<file path="config.mk">
export PLATFORM = sky130hd
export DESIGN_NAME = axi_gp_reg_slave
export DESIGN_NICKNAME = d
export VERILOG_FILES = /design/src/rtl/axi_gp_reg_slave.sv
export SDC_FILE = /design/constraint.sdc
export NUM_CORES = 1
export LEC_CHECK = 0
export CAP_MARGIN = 5
export CORE_AREA = 2 2 294 296
export CTS_BUF_LIST = sky130_fd_sc_hd__clkbuf_2 sky130_fd_sc_hd__clkbuf_4 sky130_fd_sc_hd__clkbuf_8
export DETAILED_ROUTE_END_ITERATION = 10
export DIE_AREA = 0 0 296 298
export DONT_BUFFER_PORTS = 1
export MAX_ROUTING_LAYER = met4
export PLACE_DENSITY = 0.41
export SYNTH_ARGS = -nofsm -noshare
export SYNTH_HDL_FRONTEND = slang
export SYNTH_SLANG_ARGS = --single-unit
export TNS_END_PERCENT = 10
</file>
<file path="constraint.sdc">
create_clock -name ap_clk -period 5.7 [get_ports ap_clk]
set_input_delay 0.855 -clock ap_clk [delete_from_list [all_inputs] [get_ports ap_clk]]
set_output_delay 0.855 -clock ap_clk [all_outputs]
set_load 0.05 [all_outputs]
</file>
<file path="src/rtl/axi_gp_reg_slave.sv">
// AXI3-style GP register slave: NUM_CTRL read/write control words followed by
// read-only status words. Independent write (AW/W/B) and read (AR/R) engines.
module axi_gp_reg_slave #(
    parameter int NUM_REGS = 16,
    parameter int NUM_CTRL = 8,
    parameter int ID_WIDTH = 12
) (
    input  logic                              ap_clk,
    input  logic                              ap_rst,
    // write address channel
    input  logic [ID_WIDTH-1:0]               s_axi_awid,
    input  logic [31:0]                       s_axi_awaddr,
    input  logic [3:0]                        s_axi_awlen,
    input  logic [2:0]                        s_axi_awsize,
    input  logic [1:0]                        s_axi_awburst,
    input  logic                              s_axi_awvalid,
    output logic                              s_axi_awready,
    // write data channel
    input  logic [ID_WIDTH-1:0]               s_axi_wid,
    input  logic [31:0]                       s_axi_wdata,
    input  logic [3:0]                        s_axi_wstrb,
    input  logic                              s_axi_wlast,
    input  logic                              s_axi_wvalid,
    output logic                              s_axi_wready,
    // write response channel
    output logic [ID_WIDTH-1:0]               s_axi_bid,
    output logic [1:0]                        s_axi_bresp,
    output logic                              s_axi_bvalid,
    input  logic                              s_axi_bready,
    // read address channel
    input  logic [ID_WIDTH-1:0]               s_axi_arid,
    input  logic [31:0]                       s_axi_araddr,
    input  logic [3:0]                        s_axi_arlen,
    input  logic [2:0]                        s_axi_arsize,
    input  logic [1:0]                        s_axi_arburst,
    input  logic                              s_axi_arvalid,
    output logic                              s_axi_arready,
    // read data channel
    output logic [ID_WIDTH-1:0]               s_axi_rid,
    output logic [31:0]                       s_axi_rdata,
    output logic [1:0]                        s_axi_rresp,
    output logic                              s_axi_rlast,
    output logic                              s_axi_rvalid,
    input  logic                              s_axi_rready,
    // register file side
    output logic [NUM_CTRL*32-1:0]            ctrl_out,
    output logic [NUM_CTRL-1:0]               ctrl_wr_pulse,
    input  logic [(NUM_REGS-NUM_CTRL)*32-1:0] status_in
);

    localparam int         IDX_W      = $clog2(NUM_REGS);
    localparam logic [1:0] BURST_FIXED = 2'b00;
    localparam logic [1:0] BURST_INCR  = 2'b01;
    localparam logic [1:0] BURST_WRAP  = 2'b10;
    localparam logic [1:0] RESP_OKAY   = 2'b00;
    localparam logic [1:0] RESP_SLVERR = 2'b10;

    typedef enum logic [1:0] {W_IDLE, W_DATA, W_RESP} w_state_t;
    typedef enum logic       {R_IDLE, R_DATA}         r_state_t;

    // ------------------------------------------------------------------
    // Register storage and the unified read view
    // ------------------------------------------------------------------
    logic [31:0]         ctrl_reg [NUM_CTRL];
    logic [NUM_CTRL-1:0] pulse_reg;
    logic [31:0]         reg_word [NUM_REGS];

    for (genvar gi = 0; gi < NUM_CTRL; gi++) begin : g_ctrl_out
        assign ctrl_out[gi*32 +: 32] = ctrl_reg[gi];
    end

    for (genvar gi = 0; gi < NUM_REGS; gi++) begin : g_word
        if (gi < NUM_CTRL) begin : g_is_ctrl
            assign reg_word[gi] = ctrl_reg[gi];
        end else begin : g_is_status
            assign reg_word[gi] = status_in[(gi-NUM_CTRL)*32 +: 32];
        end
    end

    assign ctrl_wr_pulse = pulse_reg;

    // ------------------------------------------------------------------
    // Write engine
    // ------------------------------------------------------------------
    w_state_t            w_state_reg, w_state_next;
    logic                awready_reg, awready_next;
    logic                wready_reg, wready_next;
    logic                bvalid_reg, bvalid_next;
    logic [1:0]          bresp_reg;
    logic [ID_WIDTH-1:0] aw_id_reg;
    logic [IDX_W-1:0]    w_idx_reg;
    logic [3:0]          aw_len_reg;
    logic [1:0]          aw_burst_reg;
    logic [2:0]          aw_size_reg;
    logic [3:0]          w_cnt_reg;
    logic                w_over_reg;
    logic                w_err_reg;

    logic aw_hs, w_hs, b_hs;
    logic w_beat_err, w_beat_ok, w_len_err;

    assign aw_hs = s_axi_awvalid & awready_reg;
    assign w_hs  = s_axi_wvalid & wready_reg;
    assign b_hs  = bvalid_reg & s_axi_bready;

    // A beat is refused if the burst shape is illegal or it lands on status.
    assign w_beat_err = (aw_size_reg != 3'd2) || (aw_burst_reg == BURST_WRAP) ||
                        (w_idx_reg >= IDX_W'(NUM_CTRL));
    // Beats past awlen are swallowed until wlast shows up.
    assign w_beat_ok  = w_hs && !w_beat_err && !w_over_reg;
    assign w_len_err  = w_over_reg || (w_cnt_reg != aw_len_reg);

    // Write FSM state and handshake flags
    always_ff @(posedge ap_clk) begin
        if (ap_rst) begin
            w_state_reg <= W_IDLE;
            awready_reg <= 1'b0;
            wready_reg  <= 1'b0;
            bvalid_reg  <= 1'b0;
        end else begin
            w_state_reg <= w_state_next;
            awready_reg <= awready_next;
            wready_reg  <= wready_next;
            bvalid_reg  <= bvalid_next;
        end
    end

    // Write FSM next state; ready/valid flags follow the next state
    always_comb begin
        w_state_next = w_state_reg;
        case (w_state_reg)
            W_IDLE:  if (aw_hs) w_state_next = W_DATA;
            W_DATA:  if (w_hs && s_axi_wlast) w_state_next = W_RESP;
            W_RESP:  if (b_hs) w_state_next = W_IDLE;
            default: w_state_next = W_IDLE;
        endcase
        awready_next = (w_state_next == W_IDLE);
        wready_next  = (w_state_next == W_DATA);
        bvalid_next  = (w_state_next == W_RESP);
    end

    // Write burst bookkeeping: latched AW fields, beat count, error summary
    always_ff @(posedge ap_clk) begin
        if (ap_rst) begin
            aw_id_reg    <= '0;
            w_idx_reg    <= '0;
            aw_len_reg   <= '0;
            aw_burst_reg <= '0;
            aw_size_reg  <= '0;
            w_cnt_reg    <= '0;
            w_over_reg   <= 1'b0;
            w_err_reg    <= 1'b0;
            bresp_reg    <= RESP_OKAY;
        end else begin
            if (aw_hs) begin
                aw_id_reg    <= s_axi_awid;
                w_idx_reg    <= s_axi_awaddr[2 +: IDX_W];
                aw_len_reg   <= s_axi_awlen;
                aw_burst_reg <= s_axi_awburst;
                aw_size_reg  <= s_axi_awsize;
                w_cnt_reg    <= '0;
                w_over_reg   <= 1'b0;
                w_err_reg    <= 1'b0;
            end
            if (w_hs) begin
                if (w_beat_err) begin
                    w_err_reg <= 1'b1;
                end
                if (aw_burst_reg != BURST_FIXED) begin
                    w_idx_reg <= w_idx_reg + IDX_W'(1);
                end
                if (w_cnt_reg == aw_len_reg) begin
                    w_over_reg <= 1'b1;
                end else begin
                    w_cnt_reg <= w_cnt_reg + 4'd1;
                end
                if (s_axi_wlast) begin
                    bresp_reg <= (w_err_reg || w_beat_err || w_len_err) ? RESP_SLVERR : RESP_OKAY;
                end
            end
        end
    end

    // Control register byte-lane updates and their one-cycle write strobes
    always_ff @(posedge ap_clk) begin
        if (ap_rst) begin
            for (int i = 0; i < NUM_CTRL; i++) begin
                ctrl_reg[i] <= '0;
            end
            pulse_reg <= '0;
        end else begin
            pulse_reg <= '0;
            for (int i = 0; i < NUM_CTRL; i++) begin
                if (w_beat_ok && (w_idx_reg == IDX_W'(i))) begin
                    for (int b = 0; b < 4; b++) begin
                        if (s_axi_wstrb[b]) begin
                            ctrl_reg[i][8*b +: 8] <= s_axi_wdata[8*b +: 8];
                        end
                    end
                    pulse_reg[i] <= 1'b1;
                end
            end
        end
    end

    assign s_axi_awready = awready_reg;
    assign s_axi_wready  = wready_reg;
    assign s_axi_bvalid  = bvalid_reg;
    assign s_axi_bresp   = bresp_reg;
    assign s_axi_bid     = aw_id_reg;

    // ------------------------------------------------------------------
    // Read engine: each beat is loaded in one cycle and presented in the next
    // ------------------------------------------------------------------
    r_state_t            r_state_reg, r_state_next;
    logic                arready_reg, arready_next;
    logic                rvalid_reg, rvalid_next;
    logic [31:0]         rdata_reg;
    logic [1:0]          rresp_reg;
    logic                rlast_reg;
    logic [ID_WIDTH-1:0] rid_reg;
    logic [IDX_W-1:0]    r_idx_reg;
    logic [3:0]          ar_len_reg;
    logic [1:0]          ar_burst_reg;
    logic [2:0]          ar_size_reg;
    logic [3:0]          r_cnt_reg;

    logic             ar_hs, r_hs, r_load;
    logic [IDX_W-1:0] load_idx;
    logic [3:0]       load_cnt;
    logic [3:0]       load_len;
    logic             load_err;
    logic             load_incr;

    assign ar_hs = s_axi_arvalid & arready_reg;
    assign r_hs  = rvalid_reg & s_axi_rready;

    // Read FSM state and handshake flags
    always_ff @(posedge ap_clk) begin
        if (ap_rst) begin
            r_state_reg <= R_IDLE;
            arready_reg <= 1'b0;
            rvalid_reg  <= 1'b0;
        end else begin
            r_state_reg <= r_state_next;
            arready_reg <= arready_next;
            rvalid_reg  <= rvalid_next;
        end
    end

    // Read FSM next state; rvalid drops for the load cycle after each handshake
    always_comb begin
        r_state_next = r_state_reg;
        rvalid_next  = 1'b0;
        case (r_state_reg)
            R_IDLE: begin
                if (ar_hs) begin
                    r_state_next = R_DATA;
                    rvalid_next  = 1'b1;
                end
            end
            R_DATA: begin
                if (r_hs && rlast_reg) begin
                    r_state_next = R_IDLE;
                end
                rvalid_next = rvalid_reg ? !s_axi_rready : 1'b1;
            end
            default: r_state_next = R_IDLE;
        endcase
        arready_next = (r_state_next == R_IDLE);
    end

    // Select the beat to load: straight from AR on the handshake, else from the burst state
    always_comb begin
        r_load    = 1'b0;
        load_idx  = r_idx_reg;
        load_cnt  = r_cnt_reg;
        load_len  = ar_len_reg;
        load_err  = (ar_size_reg != 3'd2) || (ar_burst_reg == BURST_WRAP);
        load_incr = (ar_burst_reg != BURST_FIXED);
        if (ar_hs) begin
            r_load    = 1'b1;
            load_idx  = s_axi_araddr[2 +: IDX_W];
            load_cnt  = '0;
            load_len  = s_axi_arlen;
            load_err  = (s_axi_arsize != 3'd2) || (s_axi_arburst == BURST_WRAP);
            load_incr = (s_axi_arburst != BURST_FIXED);
        end else if ((r_state_reg == R_DATA) && !rvalid_reg) begin
            r_load = 1'b1;
        end
    end

    // Read beat registers; status words are captured on the load cycle
    always_ff @(posedge ap_clk) begin
        if (ap_rst) begin
            rdata_reg    <= '0;
            rresp_reg    <= RESP_OKAY;
            rlast_reg    <= 1'b0;
            rid_reg      <= '0;
            r_idx_reg    <= '0;
            ar_len_reg   <= '0;
            ar_burst_reg <= '0;
            ar_size_reg  <= '0;
            r_cnt_reg    <= '0;
        end else begin
            if (ar_hs) begin
                rid_reg      <= s_axi_arid;
                ar_len_reg   <= s_axi_arlen;
                ar_burst_reg <= s_axi_arburst;
                ar_size_reg  <= s_axi_arsize;
            end
            if (r_load) begin
                rdata_reg <= load_err ? 32'h0 : reg_word[load_idx];
                rresp_reg <= load_err ? RESP_SLVERR : RESP_OKAY;
                rlast_reg <= (load_cnt == load_len);
                r_cnt_reg <= load_cnt + 4'd1;
                r_idx_reg <= load_incr ? (load_idx + IDX_W'(1)) : load_idx;
            end
        end
    end

    assign s_axi_arready = arready_reg;
    assign s_axi_rvalid  = rvalid_reg;
    assign s_axi_rdata   = rdata_reg;
    assign s_axi_rresp   = rresp_reg;
    assign s_axi_rlast   = rlast_reg;
    assign s_axi_rid     = rid_reg;

    // Address bits outside the register index and the AXI3 write ID carry no meaning here.
    logic unused_bits;
    assign unused_bits = ^{s_axi_awaddr[31:IDX_W+2], s_axi_awaddr[1:0],
                           s_axi_araddr[31:IDX_W+2], s_axi_araddr[1:0], s_axi_wid};

endmodule

</file>
==> Word-level counts from Yosys, hierarchy flattened <==
Memory sizes are Yosys's and may differ from the RTL's.
Index checks and enable logic that the tools add are counted.
{ "word_totals": {"regBits": 113, "latchBits": 0, "ram_bits": 256, "romBits": 0, "in_bits": 418, "output_inout_bits": 330, "n_memories": 1} }
{ "op_classes": {"n_addsub": 4, "mul": 0, "div": 0, "magnitude_cmp": 2, "n_eq_ne": 20, "shifts": 0, "n_mux": 177, "bitwise_logic": 40, "n_reduce_logical": 31} }
{ "memory_table": {"columns": ["memory", "depth", "word_bits", "read_ports", "rd_clocked_by_memory_dff", "write_ports", "line_no", "text"], "rows": [
  ["ctrl_reg", 8, 32, 8, 0, 8, "64", "logic [31:0] ctrl_reg [NUM_CTRL];"]
]} }
{ "op_table": {"columns": ["cell", "count"], "rows": [
  ["8-bit 2-to-1 mux", 32],
  ["32-bit binary-select mux with 4-bit select", 1],
  ["1-bit 2-to-1 mux", 123],
  ["32-bit 2-to-1 mux", 3],
  ["4-bit 2-to-1 mux", 10],
  ["1-bit OR", 32],
  ["4-bit by 1-bit adder with 4-bit output, second input constant", 4],
  ["4-bit by 3-bit equality test with 1-bit output, second input constant", 4],
  ["1-bit logical AND", 13],
  ["2-bit equality test, second input constant", 5],
  ["2-bit 2-to-1 mux", 5],
  ["3-bit by 2-bit inequality test with 1-bit output, second input constant", 3],
  ["4-bit by 2-bit equality test with 1-bit output, second input constant", 2],
  ["4-bit equality test", 2],
  ["1-bit logical OR", 7],
  ["2-bit one-hot mux with 3 select lines", 1],
  ["2-bit nonzero test", 3],
  ["1-bit AND", 5],
  ["5-bit >= comparator, second input constant", 1],
  ["4-bit inverter with 5-bit output", 1],
  ["2-bit by 1-bit equality test with 1-bit output, second input constant", 2],
  ["4-bit by 1-bit equality test with 1-bit output, second input constant", 1],
  ["4-bit >= comparator, second input constant", 1],
  ["1-bit zero test", 4],
  ["6 further kinds", 9]
]} }

==> Logic depth before layout (Yosys ltp) <==
{ "logic_depth": {"depth_word": 11, "depth_mapped": 12, "mapped_depth_nobuf": 8} }

==> Worst setup path before layout <==
No wires, ideal clock.
{ "synth_path": {"path_kind": "input-to-reg", "start": "in s_axi_arvalid", "end": "reg r_idx_reg[1]", "setup_ns": 0.128, "t_arrival_ns": 2.441, "path_slack_ns": 3.131, "path_stages": 10, "path_cell_list": "buf_6 > and2_1 > buf_6 > clkbuf_1 > mux2_2 > ha_1 > mux2i_1 > nor2_1 > a21oi_1 > nor2_1"} }
{ "synth_via": {"elab_chain_len": 4, "word_cells_on_any_way": 6, "cone_classes": "add/sub: 1; mux: 4; bitwise: 1"} }
{ "synth_lines": {"columns": ["element", "line_no", "text"], "rows": [
  ["start, declared", "36", "input logic s_axi_arvalid,"],
  ["1-bit AND (*)", "235", "assign ar_hs = s_axi_arvalid & arready_reg;"],
  ["4-bit 2-to-1 mux", "281", "if (ar_hs) begin"],
  ["4-bit by 1-bit adder with 4-bit output", "317", "r_idx_reg <= load_incr ? (load_idx + IDX_W'(1)) : load_idx;"],
  ["4-bit 2-to-1 mux", "317", null],
  ["end signal, assigned", "317", null],
  ["end, declared", "222", "logic [IDX_W-1:0] r_idx_reg;"]
]} }
Every way passes the cells marked *; elsewhere a longest branch is shown, timed or not.
A chain may end at the register's enable or synchronous reset.

==> Final worst setup path <==
{ "layout_path": {"start": "reg arready_reg, in the netlist s_axi_arready", "end": "reg rdata_reg[25], in the netlist s_axi_rdata[25]"} }
{ "layout_via": {"elab_chain_len": 7, "word_cells_on_any_way": 9, "cone_classes": "mux: 7; bitwise: 2"} }
{ "layout_lines": {"columns": ["element", "line_no", "text"], "rows": [
  ["start, declared", "216", "logic arready_reg, arready_next;"],
  ["start signal, assigned", "246", "arready_reg <= arready_next;"],
  ["1-bit AND (*)", "235", null],
  ["4-bit 2-to-1 mux", "281", null],
  ["4-bit inverter with 5-bit output (implied by the code)", "313", "rdata_reg <= load_err ? 32'h0 : reg_word[load_idx];"],
  ["32-bit binary-select mux with 4-bit select", "313", null],
  ["32-bit 2-to-1 mux (implied by the code) (2 in a row)", "313", null],
  ["32-bit 2-to-1 mux", "313", null],
  ["end signal, assigned", "313", null],
  ["end, declared", "218", "logic [31:0] rdata_reg;"]
]} }
Every way passes the cells marked *; elsewhere a longest branch is shown, timed or not. The select of a mux whose other input is x is not followed.

==> results by group <==
Clock tree
  • Clock Path Buffers: 3
  • CTS tree: built
  • Clk root buf: clkbuf_8
  • CTS Buf Count: 70
  • Clock Sinks: 367
  • Post-CTS Setup Bufs: 0
  • Cts hold-fix bufs: 0
  • H-Tree Depth: 3
  • Worst-path clk slew: 0.06 ns
  • Worst skew pair latency: 0.65 ns
  • # resized after CTS: 0

Critical path
  • WP data required: 6.23 ns
  • Critical Path Sink Type: flip-flop
  • Crit path kind: flip-flop to flip-flop
  • Crit-path cells: and2_1 > buf_4 > nand4_1 > a21oi_1 > and2_2 > buf_4 > nand2_1 > o2111ai_1
  • Crit path max fanout: 23
  • Worst R2R Start: s_axi_arready
  • Slowest-stage cell, CP: dfxtp_1
  • Crit start category: flip-flop
  • Crit-path most repeated cell: buf_4
  • Crit path from: s_axi_arready
  • R2r setup slk: 1.70 ns
  • Worst Path Arrival: 4.53 ns
  • Reg2reg path depth: 8
  • CP peak stage delay: 0.90 ns
  • Reg2Reg Capture Point: s_axi_rdata[25]

GRT
  • Grt total ovfl: 0
  • Largest net degree at the start of global routing: 147
  • Number of global-route vias before repair: 14.34k
  • Antenna violations before repair: 4
  • First-pass GRT wire length: 114.3 mm
  • Total track usage: 18.99%

Run
  • Max cap viols: 0

Final layout
  • Fin nets: 2236
  • Post-Layout Cell Count: 3017
  • Design area: 20310 sq um
  • Share of layout cells above drive strength 1: 10.33%
  • Area grow syn2layout: 15.45%
  • Max reg flops: 256

Routing
  • Final WL: 84.93 mm
  • DRT Pass-1 Iters: 5
  • Routed vias/inst: 4.827
  • DR iter-0 viols: 1099
  • Via count: 14.56k
  • Routed len/inst: 28.15 um
  • Drt drc: 0
  • DRT antenna net count: 0

Placement
  • Placed Area: 18790 sq um
  • I/O Buffers: 0
  • DP Wirelength: 63.63 mm
  • Gp weighted congestion: 0.9036
  • Placed insts: 2883

Logic synthesis
  • #FFs+latches synth: 367
  • Synth top area cells: edfxtp_1, dfxtp_1, nand2_1
  • Most common cell in the netlist: nand2_1
  • Mean Syn Cell Area: 9.545 sq um
  • Area of the mapped netlist: 17590 sq um
  • Number of synthesized flops with an enable pin: 256
  • Post-synthesis sequential area ratio: 56.33%
  • Post-Synthesis Cells: 1843
  • Synth area leader: edfxtp_1
  • Yosys cell types: 51
  • Share of the synthesized area in the top cell type: 43.70%
  • Synth top cells by count: nand2_1, edfxtp_1, nor2_1, nand3_1, dfxtp_1
  • Async S/R FF share, synth: 0%
  • Prevailing post-synth register cell: edfxtp_1
  • Yosys warns: 0

Power
  • Peak supply drop: 167.4 uV
  • Leakage: 7.164 nW
  • Cell Pwr Density: 340.2 nW/um^2

Hold path
  • Hold worst-path end: s_axi_rid[2]
  • HP Class: input port to flip-flop
  • Worst Hold Launch: ap_rst
  • Worst Hold Depth: 1

Floorplanning
  • I/O Pins: 748
  • Initial cell density of the core: 20.72%
  • Die Y: 298 um
  • Full die area: 88210 sq um
  • # rows: 107
  • DIE WIDTH: 296 um
  • Core area: 84880 sq um

Timing
  • Setup tns final: 0 ns
  • Min cycle time layout: 4.004 ns
  • Actual slew at the worst max-slew pin: 1.079 ns
  • RSZ-0062 raised after global routing: no
  • Final hold slack: 0.2851 ns
  • Rel. slew slack: 28.09%
  • Fmax achieved: 249.7 MHz
  • Final-report hold violation count: 0
  • Clock Skews: 0.05211 ns
  • Crit share post-route: 70.25%
  • Max-slew violation count: 0
  • Final setup fails: 0

Outcome
  • Run status: completed
[critical path, delay by kind of cell (launching register included)]
family / cells / cell delay (ns)
and+or+nand+nor: 4 / 1.62
DFF: 1 / 0.90
buffers and inverters: 2 / 0.82
AOI/OAI and AO/OA: 2 / 0.55
[worst max path at each step]
stage	endpoint	cells past startpoint	slack [ns]
2_1_floorplan	r_idx_reg[1]	10	3.13
3_3_place_gp	s_axi_rdata[29]	8	1.78
3_5_place_dp	s_axi_rdata[18]	8	1.64
4_1_cts	s_axi_rdata[31]	8	1.63
5_1_grt	s_axi_rdata[17]	8	1.45
6_report	s_axi_rdata[25]	8	1.70
[metal layers]
layer / part of all wire, % / vias to the layer above / wire, um / global-route usage (%)
li1: - / 6350 / - / -
met5: 0 / - / 0 / -
met4: 2.4 / 0 / 2048 / 5.387
met1: 41 / 7298 / 34590 / 23.07
met2: 48 / 791 / 40610 / 30.56
met3: 9.0 / 123 / 7676 / 5.446
[metrics by stage]
stage,power [mW],util [%],worst slack (ns)
finish,6.908,23.93,1.696
global route,7.187,23.92,1.454
CTS,7.007,23.91,1.626
detailed placement,4.195,22.14,1.638
global placement,4.185,22.14,1.780
floorplan,3.906,-,3.131
[power breakdown]
group / total (mW) / internal [mW] / switching (mW)
logic: 0.691 / 0.209 / 0.482
clock network: 2.77 / 1.55 / 1.22
registers: 3.45 / 2.97 / 0.478
total: 6.91 / 4.73 / 2.18
[cells in the final DEF, fill, tap and decap left out, types with 3 or more instances in the layout]
cell,synthesis,layout
nand2_1,546,544
edfxtp_1,256,256
nor2_1,214,213
nand3_1,137,137
dfxtp_1,111,111
clkbuf_8,0,82
a21oi_1,65,65
nand2b_1,63,63
inv_1,37,37
nand4_1,37,37
mux2i_1,37,36
a32oi_1,32,32
mux4_2,31,31
o2111ai_1,31,31
clkbuf_4,0,27
buf_4,3,16
and2_1,15,13
nor2b_1,12,12
o21ai_0,10,10
a21o_1,9,9
xnor2_1,8,8
nor3_1,7,7
ha_1,7,7
clkinv_2,0,7
buf_12,0,6
diode_2,0,5
xor2_1,5,5
clkinv_1,0,5
nor4_1,4,4
a211oi_1,4,4
a31oi_1,4,4
clkinv_8,0,4
nor3b_1,3,3
o21ai_4,0,3
[kinds of logic after synthesis]
family / after synthesis / share of synthesized area [%]
xor gates and xnor gates: 13 / 0.6473
other: 1 / 0.02132
adders and majority gates: 7 / 0.4979
DFF: 367 / 56.33
AOI/OAI and AO/OA: 170 / 6.622
muxes: 71 / 6.288
and+or+nand+nor: 1049 / 25.57
buffers and inverters: 165 / 4.019
[cell type report]
class,instances,area (sq um)
timing repair buffer,22,240.2
tap,1144,1431
fill,9297,64570
sequential,367,9910
clock buffer,109,1331
antenna,5,12.51
inverter,38,150.1
multi-input combinational,1312,7061
clock inverter,20,172.7
(Power assumes the default switching activity.)
